**config.mk**
```make
export PLATFORM = sky130hd
export DESIGN_NAME = uart_tx_fifo
export DESIGN_NICKNAME = d
export VERILOG_FILES = /design/src/rtl/uart_tx_fifo.sv
export SDC_FILE = /design/constraint.sdc
export NUM_CORES = 1
export LEC_CHECK = 0
export ABC_AREA = 1
export CORE_ASPECT_RATIO = 0.75
export CORE_MARGIN = 3
export CORE_UTILIZATION = 62
export DETAILED_ROUTE_END_ITERATION = 8
export PLACE_DENSITY = 0.95
export SETUP_SLACK_MARGIN = 0.3
export SYNTH_ARGS = -nofsm -noshare
export SYNTH_HDL_FRONTEND = slang
export SYNTH_SLANG_ARGS = --single-unit
```
**constraint.sdc**
```tcl
create_clock -name clk -period 3.5 [get_ports clk]
set_input_delay 1.05 -clock clk [delete_from_list [all_inputs] [get_ports clk]]
set_output_delay 1.05 -clock clk [all_outputs]
set_load 0.01 [all_outputs]
```
**src/rtl/uart_tx_fifo.sv**
```systemverilog
// -----------------------------------------------------------------------------
// uart_tx_fifo
//
// Transmit buffer between the host register block and the UART core
// transmitter. Host bytes are stored in a circular FIFO. The launcher takes one
// byte at a time from the head, presents it zero-extended on tx_data_o with a
// one-cycle start_tx_o pulse, and then waits for the core's tx_done_i pulse
// before it launches the next byte.
//
// Ports
//   clk         system clock, rising edge
//   rst         asynchronous reset, active-high
//   wr_en_i     host write strobe, one byte per cycle
//   wr_data_i   host write byte
//   flush_i     synchronous clear of all stored entries
//   tx_en_i     launch enable; bytes are held in the FIFO while low
//   ovf_clr_i   clears the sticky overflow flag
//   tx_done_i   one-cycle frame-complete pulse from the core
//   tx_data_o   data word to the core, {zeros, byte}
//   start_tx_o  one-cycle launch pulse to the core
//   tx_busy_o   high while a launched frame has not yet reported done
//   full_o      stored count equals DEPTH
//   empty_o     stored count equals zero
//   count_o     number of stored entries
//   overflow_o  sticky; set by a write attempted while full
// -----------------------------------------------------------------------------
module uart_tx_fifo #(
    parameter int DEPTH  = 16,
    parameter int DATA_W = 8
) (
    input  logic                       clk,
    input  logic                       rst,
    input  logic                       wr_en_i,
    input  logic [DATA_W-1:0]          wr_data_i,
    input  logic                       flush_i,
    input  logic                       tx_en_i,
    input  logic                       ovf_clr_i,
    input  logic                       tx_done_i,
    output logic [31:0]                tx_data_o,
    output logic                       start_tx_o,
    output logic                       tx_busy_o,
    output logic                       full_o,
    output logic                       empty_o,
    output logic [$clog2(DEPTH):0]     count_o,
    output logic                       overflow_o
);

    localparam int AW = $clog2(DEPTH);
    localparam int CW = AW + 1;
    localparam logic [CW-1:0] DEPTH_C = CW'(DEPTH);

    localparam logic [0:0] ST_IDLE = 1'b0;
    localparam logic [0:0] ST_WAIT = 1'b1;

    // Storage array; written only, read through the launch register.
    logic [DATA_W-1:0] mem_q [DEPTH];

    logic [0:0]    state_q,   state_d;
    logic [AW-1:0] wr_ptr_q,  wr_ptr_d;
    logic [AW-1:0] rd_ptr_q,  rd_ptr_d;
    logic [CW-1:0] count_q,   count_d;
    logic          full_q,    full_d;
    logic          empty_q,   empty_d;
    logic          ovf_q,     ovf_d;
    logic          start_q,   start_d;
    logic          busy_q,    busy_d;
    logic [31:0]   tx_data_q, tx_data_d;

    logic wr_accept;
    logic pop;

    // Full is judged on the registered flag, so a pop in the same cycle does
    // not open a slot for the write.
    assign wr_accept = wr_en_i && !full_q;

    // Flush suppresses any launch in its cycle.
    assign pop = (state_q == ST_IDLE) && tx_en_i && !empty_q && !flush_i;

    always_comb begin
        wr_ptr_d  = wr_ptr_q;
        rd_ptr_d  = rd_ptr_q;
        count_d   = count_q;
        tx_data_d = tx_data_q;

        if (flush_i) begin
            wr_ptr_d = '0;
            rd_ptr_d = '0;
            count_d  = '0;
        end else begin
            if (wr_accept) begin
                wr_ptr_d = wr_ptr_q + AW'(1);
            end
            if (pop) begin
                rd_ptr_d  = rd_ptr_q + AW'(1);
                tx_data_d = 32'(mem_q[rd_ptr_q]);
            end
            case ({wr_accept, pop})
                2'b10:   count_d = count_q + CW'(1);
                2'b01:   count_d = count_q - CW'(1);
                default: count_d = count_q;
            endcase
        end

        full_d  = (count_d == DEPTH_C);
        empty_d = (count_d == '0);
    end

    // Sticky overflow: a new overflow event beats a clear in the same cycle.
    always_comb begin
        ovf_d = ovf_q;
        if (wr_en_i && full_q) begin
            ovf_d = 1'b1;
        end else if (ovf_clr_i) begin
            ovf_d = 1'b0;
        end
    end

    // Launcher. A flush does not disturb WAIT: the frame already handed to
    // the core still has to report done, and its data stays on tx_data_o.
    always_comb begin
        state_d = state_q;
        start_d = 1'b0;
        busy_d  = busy_q;
        case (state_q)
            ST_IDLE: begin
                if (pop) begin
                    start_d = 1'b1;
                    busy_d  = 1'b1;
                    state_d = ST_WAIT;
                end
            end
            ST_WAIT: begin
                if (tx_done_i) begin
                    busy_d  = 1'b0;
                    state_d = ST_IDLE;
                end
            end
            default: begin
                state_d = ST_IDLE;
                busy_d  = 1'b0;
            end
        endcase
    end

    always_ff @(posedge clk or posedge rst) begin
        if (rst) begin
            state_q   <= ST_IDLE;
            wr_ptr_q  <= '0;
            rd_ptr_q  <= '0;
            count_q   <= '0;
            full_q    <= 1'b0;
            empty_q   <= 1'b1;
            ovf_q     <= 1'b0;
            start_q   <= 1'b0;
            busy_q    <= 1'b0;
            tx_data_q <= '0;
        end else begin
            state_q   <= state_d;
            wr_ptr_q  <= wr_ptr_d;
            rd_ptr_q  <= rd_ptr_d;
            count_q   <= count_d;
            full_q    <= full_d;
            empty_q   <= empty_d;
            ovf_q     <= ovf_d;
            start_q   <= start_d;
            busy_q    <= busy_d;
            tx_data_q <= tx_data_d;
        end
    end

    // Storage needs no reset: the pointers and count define what is valid.
    always_ff @(posedge clk) begin
        if (wr_accept && !flush_i) begin
            mem_q[wr_ptr_q] <= wr_data_i;
        end
    end

    assign tx_data_o  = tx_data_q;
    assign start_tx_o = start_q;
    assign tx_busy_o  = busy_q;
    assign full_o     = full_q;
    assign empty_o    = empty_q;
    assign count_o    = count_q;
    assign overflow_o = ovf_q;

endmodule

```
After elaboration in Yosys (flattened, before gate mapping):

Memory sizes are Yosys's and may differ from the RTL's. A register that Yosys moved wholly into a read port is not among the register bits.
Index checks and enable logic that the tools add are counted.

* register bits after elaboration: 19
* output and inout port bits: 42
* memories kept: 1
* RAM bits: 128
* word-level logic and storage cells: 53
* input bits: 15

* mux-type cells: 17
* $add $sub $neg: 4
* reductions and logical operators: 15
* bitwise operators: 2
* eq/ne operators: 5

Memories
* mem_q: depth 16, bits a word 8, rd ports 1, clocked after memory_dff 1, wr ports 1, line 56 `logic [DATA_W-1:0] mem_q [DEPTH];`

Operators with widths (number)
* $mux 4: 4
* $pmux 5 s2: 1
* $mux 1: 9
* $add 4x1->4 const B: 2
* $logic_and 1x1->1: 6
* $reduce_bool 2->1: 3
* $add 5x1->5 const B: 1
* $eq 5x5->1 const B: 1
* $logic_not 5->1: 1
* $mux 5: 1
* $sub 5x1->5 const B: 1
* $ne 2x2->1 const B: 2
* $pmux 1 s2: 2
* $reduce_and 2->1: 2
* $logic_not 1->1: 3
* $eq 2x1->1 const B: 1
* $eq 2x2->1 const B: 1
* $not 1->1: 2

Logic depth before layout (Yosys ltp):

* word-level depth: 8
* depth in mapped cells: 17
* depth with buffers taken out: 17

Least setup slack after synthesis:

Ideal clock, no wire load.

* path kind: input to register
* start point: in flush_i
* end point: reg empty_q, in the netlist empty_o
* arrival time: 2.797 ns
* cell stages on the path: 14
* required time: 3.433 ns
* path slack: 0.636 ns
* cell sequence: buf_6 > inv_1 > buf_6 > nand2_1 > inv_1 > buf_2 > ha_1 > inv_1 > o21ai_0 > a21oi_1 > or2_2 > a21oi_1 > nand2_1 > nor2_1

* cells in the longest elaborated chain, start to end: 6

RTL lines
* start: declaration: line 35 `input logic flush_i,`
* $logic_not 1->1: line 77 `assign pop = (state_q == ST_IDLE) && tx_en_i && !empty_q && !flush_i;`
* $logic_and 1x1->1: line 77
* $eq 2x1->1 / $eq 2x2->1 (equally long branches): line 97 `case ({wr_accept, pop})`
* $pmux 5 s2: line 97
* $mux 5 *: line 85 `if (flush_i) begin`
* named net count_d[0]: line 61 `logic [CW-1:0] count_q, count_d;`
* $logic_not 5->1 *: line 105 `empty_d = (count_d == '0);`
* named net empty_d: line 63 `logic empty_q, empty_d;`
* end signal: assignment: line 163 `empty_q <= empty_d;`
* end: declaration: line 63

Mark *: on every way through the listed nets, which the timed path passes. The rest lies on a longest branch.
A chain may end at the register's enable or synchronous reset.

Worst setup path in the final report:

* start point: in wr_en_i
* end point: reg empty_q, in the netlist empty_o

* cells in the longest elaborated chain, start to end: 5

RTL lines
* start: declaration: line 33 `input logic wr_en_i,`
* $logic_and 1x1->1 *: line 74 `assign wr_accept = wr_en_i && !full_q;`
* $eq 2x1->1 / $eq 2x2->1 (equally long branches): line 97
* $pmux 5 s2 *: line 97
* $mux 5 *: line 85
* named net count_d[0]: line 61
* $logic_not 5->1 *: line 105
* named net empty_d: line 63

Marks and branches as above.

==> flow_results.org <==
** Setup path
- Of all nets on the critical path, the largest fanout is 6.
- Worst EP arrival :: 3.38 ns
- Setup crit end kind :: flop
- At the worst endpoint, the required time is 3.86 ns.
- The worst setup path is launched from a primary input.
- Type of the worst setup path :: primary input to flop

** STA
- At the pin with the least slew margin, the transition time is 1.01 ns.
- Between clock sinks in the finished design, the worst skew comes to 0.00927 ns.
- Setup violations remaining at the end of the flow were counted as 0.
- The total count of max-transition violations in the final report is 0.
- Part of the cycle the worst path needs :: 86.5%
- Static timing analysis puts the maximum clock frequency at 330 MHz.
- The worst pin sits at a relative slew slack of 32.4%.
- Setup repair after global routing missed its margin :: no
- The final number of hold-violating endpoints came to 0.
- After routing, the total negative slack on setup checks comes to 0 ns.
- The worst path in the final design needs a cycle of 3.03 ns, including I/O delays and setup.
- The worst path meets setup with 0.474 ns of slack.

** Logic synthesis
- Warnings, synthesis :: 0
- Yosys mapped the design onto 35 distinct sky130hd cell types.
- Number of synthesized register bits :: 155
- Top_reg_cell synth :: sky130_fd_sc_hd__edfxtp_1
- Sequential share of the synthesized area :: 68.3%
- In this run the cell area of the synthesized design comes to 0.00662 mm^2.
- Fraction of registers with async set or reset after synthesis :: 17.4%
- In this run, synthesis inferred 128 flip-flops with an integrated enable.
- The average instance in the mapped netlist occupies 12.4 um^2.
- Number of cells produced by synthesis :: 534

** Floorplan
- Number of rows created at floorplan :: 32
- Boundary Pins :: 57
- The initial utilization of the core area, before any placement, comes to 64.1%.
- After floorplanning, the core was sized to cover 0.0103 mm^2.
- The floorplan step set the die height to 95.5 um.
- From left edge to right edge, the die measures 125 um.
- DIE AREA :: 0.0120 mm^2

** Power and ir drop
- P_int :: 3.48 mW
- Portion of total power attributed to the clock network :: 37.2%
- P_leak :: 2.81 nW
- Seq pwr share :: 45.4%
- Switch share :: 27.0%
- IR analysis of the VDD net gives a maximum drop of 375 uV.
- For this design the total switching power over the nets is 1.29 mW.
- Dividing total power by cell area gives a power density of 623 mW/mm^2.
- Comb pwr share :: 17.4%

** Place
- Pre-CTS setup slack :: 0.192 ns
- Detailed placement ended at an HPWL of 9970 um.
- Routability congestion estimate from global placement :: 0.865
- During placement, the flow inserted port buffers numbering 32.

** CTS
- For the worst-skew pair, the clock arrives at the later sink with an insertion delay of 0.42 ns.
- Total number of clock tree sinks :: 155
- TritonCTS built the clock tree.
- In this run, post-CTS hold repair placed 0 buffers.
- TritonCTS created 17 clock buffers.
- CTS H-tree lvls :: 4
- Post-CTS timing repair inserted 0 buffers for setup.
- Counting along the longest clock path gives a buffer depth of 2.
- The tree is rooted in a sky130_fd_sc_hd__clkbuf_16.
- After clock tree synthesis, the repair step resized 0 gates.
- Clock-pin slew was measured on the worst setup and hold paths at 0.06 ns.

** Cells and area
- Multi-input logic area :: 0.00176 mm^2
- The sequential cells in the finished layout cover a total of 0.00452 mm^2.
- At the end of the flow the core is filled with cells to 74.1%.
- Layout cells sized above 1 :: 10.8%
- In the final design database the tool counted 604 nets.
- Count of inserted antenna diode cells :: 0
- Relative to the synthesized area, the layout overhead comes to 15.6%.
- FILL cells :: 603

** GRT
- For this run, the total global-route usage over all layers was measured as 27.3%.
- Initial antenna violation count :: 0
- Number of global-route vias before repair :: 4589
- Entering global routing, the biggest net connects 67 pins.
- The first global-routing pass estimated 24300 um of wire.
- For this run the aggregate overflow at the end of global routing stands at 0.

** Route
- Wires add up to 15600 um.
- ANT nets after route :: 0
- For this run, design rule violations remaining after detail routing come to 0.
- Average vias per placed instance :: 6.27
- For this block, the initial DRC count from the detailed router was 624.
- Vias after detailed routing :: 4581
- Wire length per cell :: 21.4 um
- Detailed-router iteration count before antenna repair :: 5

** Run status
- The run finished with clean final reports.

** Worst hold path
- The tightest min-delay check is of the flop to flop type.

** Job
- Maximum capacitance violations :: 0
[area by class of cell]
| type | instances | share of cell area (%) |
|---|---|---|
| inverter | 31 | 1.52 |
| multi-input combinational | 321 | 23.0 |
| sequential | 155 | 59.1 |
| clock inverter | 8 | 0.687 |
| tap | 136 | 2.22 |
| timing repair buffer | 56 | 6.54 |
| clock buffer | 24 | 7.00 |
[power groups by stage]
stage	Combinational (mW)	Sequential, mW	Clock, mW
4_1_cts	0.818	2.16	1.78
6_report	0.829	2.16	1.77
3_5_place_dp	0.809	2.20	0
5_1_grt	0.889	2.17	1.87
3_3_place_gp	0.754	2.19	0
2_1_floorplan	0.472	2.21	0
[layer usage]
layer  up-vias  GRT usage (%)  routed length [um]  part of all wire, %
met5         -              0                   0                    0
met2       362           45.5                7800                   50
met1      2179           34.6                5640                   36
met3        62           7.84                1730                   11
li1       1978              -                   -                    -
met4         0           10.7                 471                  3.0
[synth_stat cells, types with 7 or more instances]
cell	number	area share, %
sky130_fd_sc_hd__buf_4	26	2.9
sky130_fd_sc_hd__edfxtp_1	128	58
sky130_fd_sc_hd__clkbuf_1	12	0.68
sky130_fd_sc_hd__nor3_1	12	0.91
sky130_fd_sc_hd__buf_2	9	0.68
sky130_fd_sc_hd__a21oi_1	9	0.68
sky130_fd_sc_hd__nor2_1	67	3.8
sky130_fd_sc_hd__inv_1	28	1.6
sky130_fd_sc_hd__o32ai_1	10	1.3
sky130_fd_sc_hd__o221ai_1	22	2.9
sky130_fd_sc_hd__dfrtp_1	26	9.8
sky130_fd_sc_hd__o211ai_1	10	1.1
sky130_fd_sc_hd__mux2i_1	22	3.3
sky130_fd_sc_hd__o21ai_0	42	3.2
sky130_fd_sc_hd__nand3_1	17	1.3
sky130_fd_sc_hd__ha_1	7	1.3
sky130_fd_sc_hd__nand2_1	67	3.8
[critical path, cell delays in order]
cell                              delay, ns
sky130_fd_sc_hd__clkdlybuf4s50_1       0.53
sky130_fd_sc_hd__inv_1                 0.09
sky130_fd_sc_hd__nor2_1                0.20
sky130_fd_sc_hd__inv_1                 0.15
sky130_fd_sc_hd__ha_1                  0.38
sky130_fd_sc_hd__inv_1                 0.14
sky130_fd_sc_hd__o21ai_0               0.17
sky130_fd_sc_hd__a21oi_1               0.07
sky130_fd_sc_hd__or2_2                 0.28
sky130_fd_sc_hd__a21oi_1               0.11
sky130_fd_sc_hd__nand2_1               0.10
sky130_fd_sc_hd__nor2_1                0.12
[per-stage QoR]
stage	power (mW)	cells	area [um^2]	hold WS, ns
4_1_cts	4.76	731	7650	0.492
6_report	4.77	731	7650	0.500
2_1_floorplan	2.68	557	6710	0.438
5_1_grt	4.93	731	7650	0.527
3_5_place_dp	3.01	699	7070	0.476
3_3_place_gp	2.94	699	7070	0.447
[cell families after synthesis]
group                    count (synthesis)  share of synthesized area, %
buffers and inverters                   81                          6.46
XOR/XNOR                                 1                         0.132
other                                    1                        0.0567
flip-flops                             155                          68.3
AO/OA/AOI/OAI                           98                          9.89
multiplexers                            22                          3.33
AND/OR/NAND/NOR                        169                          10.5
adder cells (fa/ha/maj)                  7                          1.32
[registers in the layout, summed over array words and instances (netlist names), 4 cells and up]
register and count:
wr_ptr_q 4, tx_data_o 8, count_o 5, rd_ptr_q 4, mem_q 128
[cells in the final DEF, fill, tap and decap left out, drive strengths merged, types with 10 or more instances in the layout]
cell,n
o21ai,43
mux2i,22
conb,24
edfxtp,128
o221ai,22
nand3,17
nor3,12
inv,33
buf,24
nor2,68
dfrtp,26
nand2,69
a21oi,11
clkdlybuf4s50,32
o32ai,10
clkbuf,24
o211ai,10
[path summary, 6_finish.rpt]
kind,slack [ns],from,depth (start not counted),endpoint
min in group asynchronous,1.17,rst,2,tx_data_o[4]
hold / removal,0.50,tx_data_o[5],2,tx_data_o[5]
max in group asynchronous,1.65,rst,2,rd_ptr_q[0]
setup / recovery,0.47,wr_en_i,12,empty_o
hold reg to reg,0.50,tx_data_o[5],2,tx_data_o[5]
setup reg to reg,1.21,rd_ptr_q[0],8,tx_data_o[3]
Note: power is estimated with default switching activity, not from simulation.
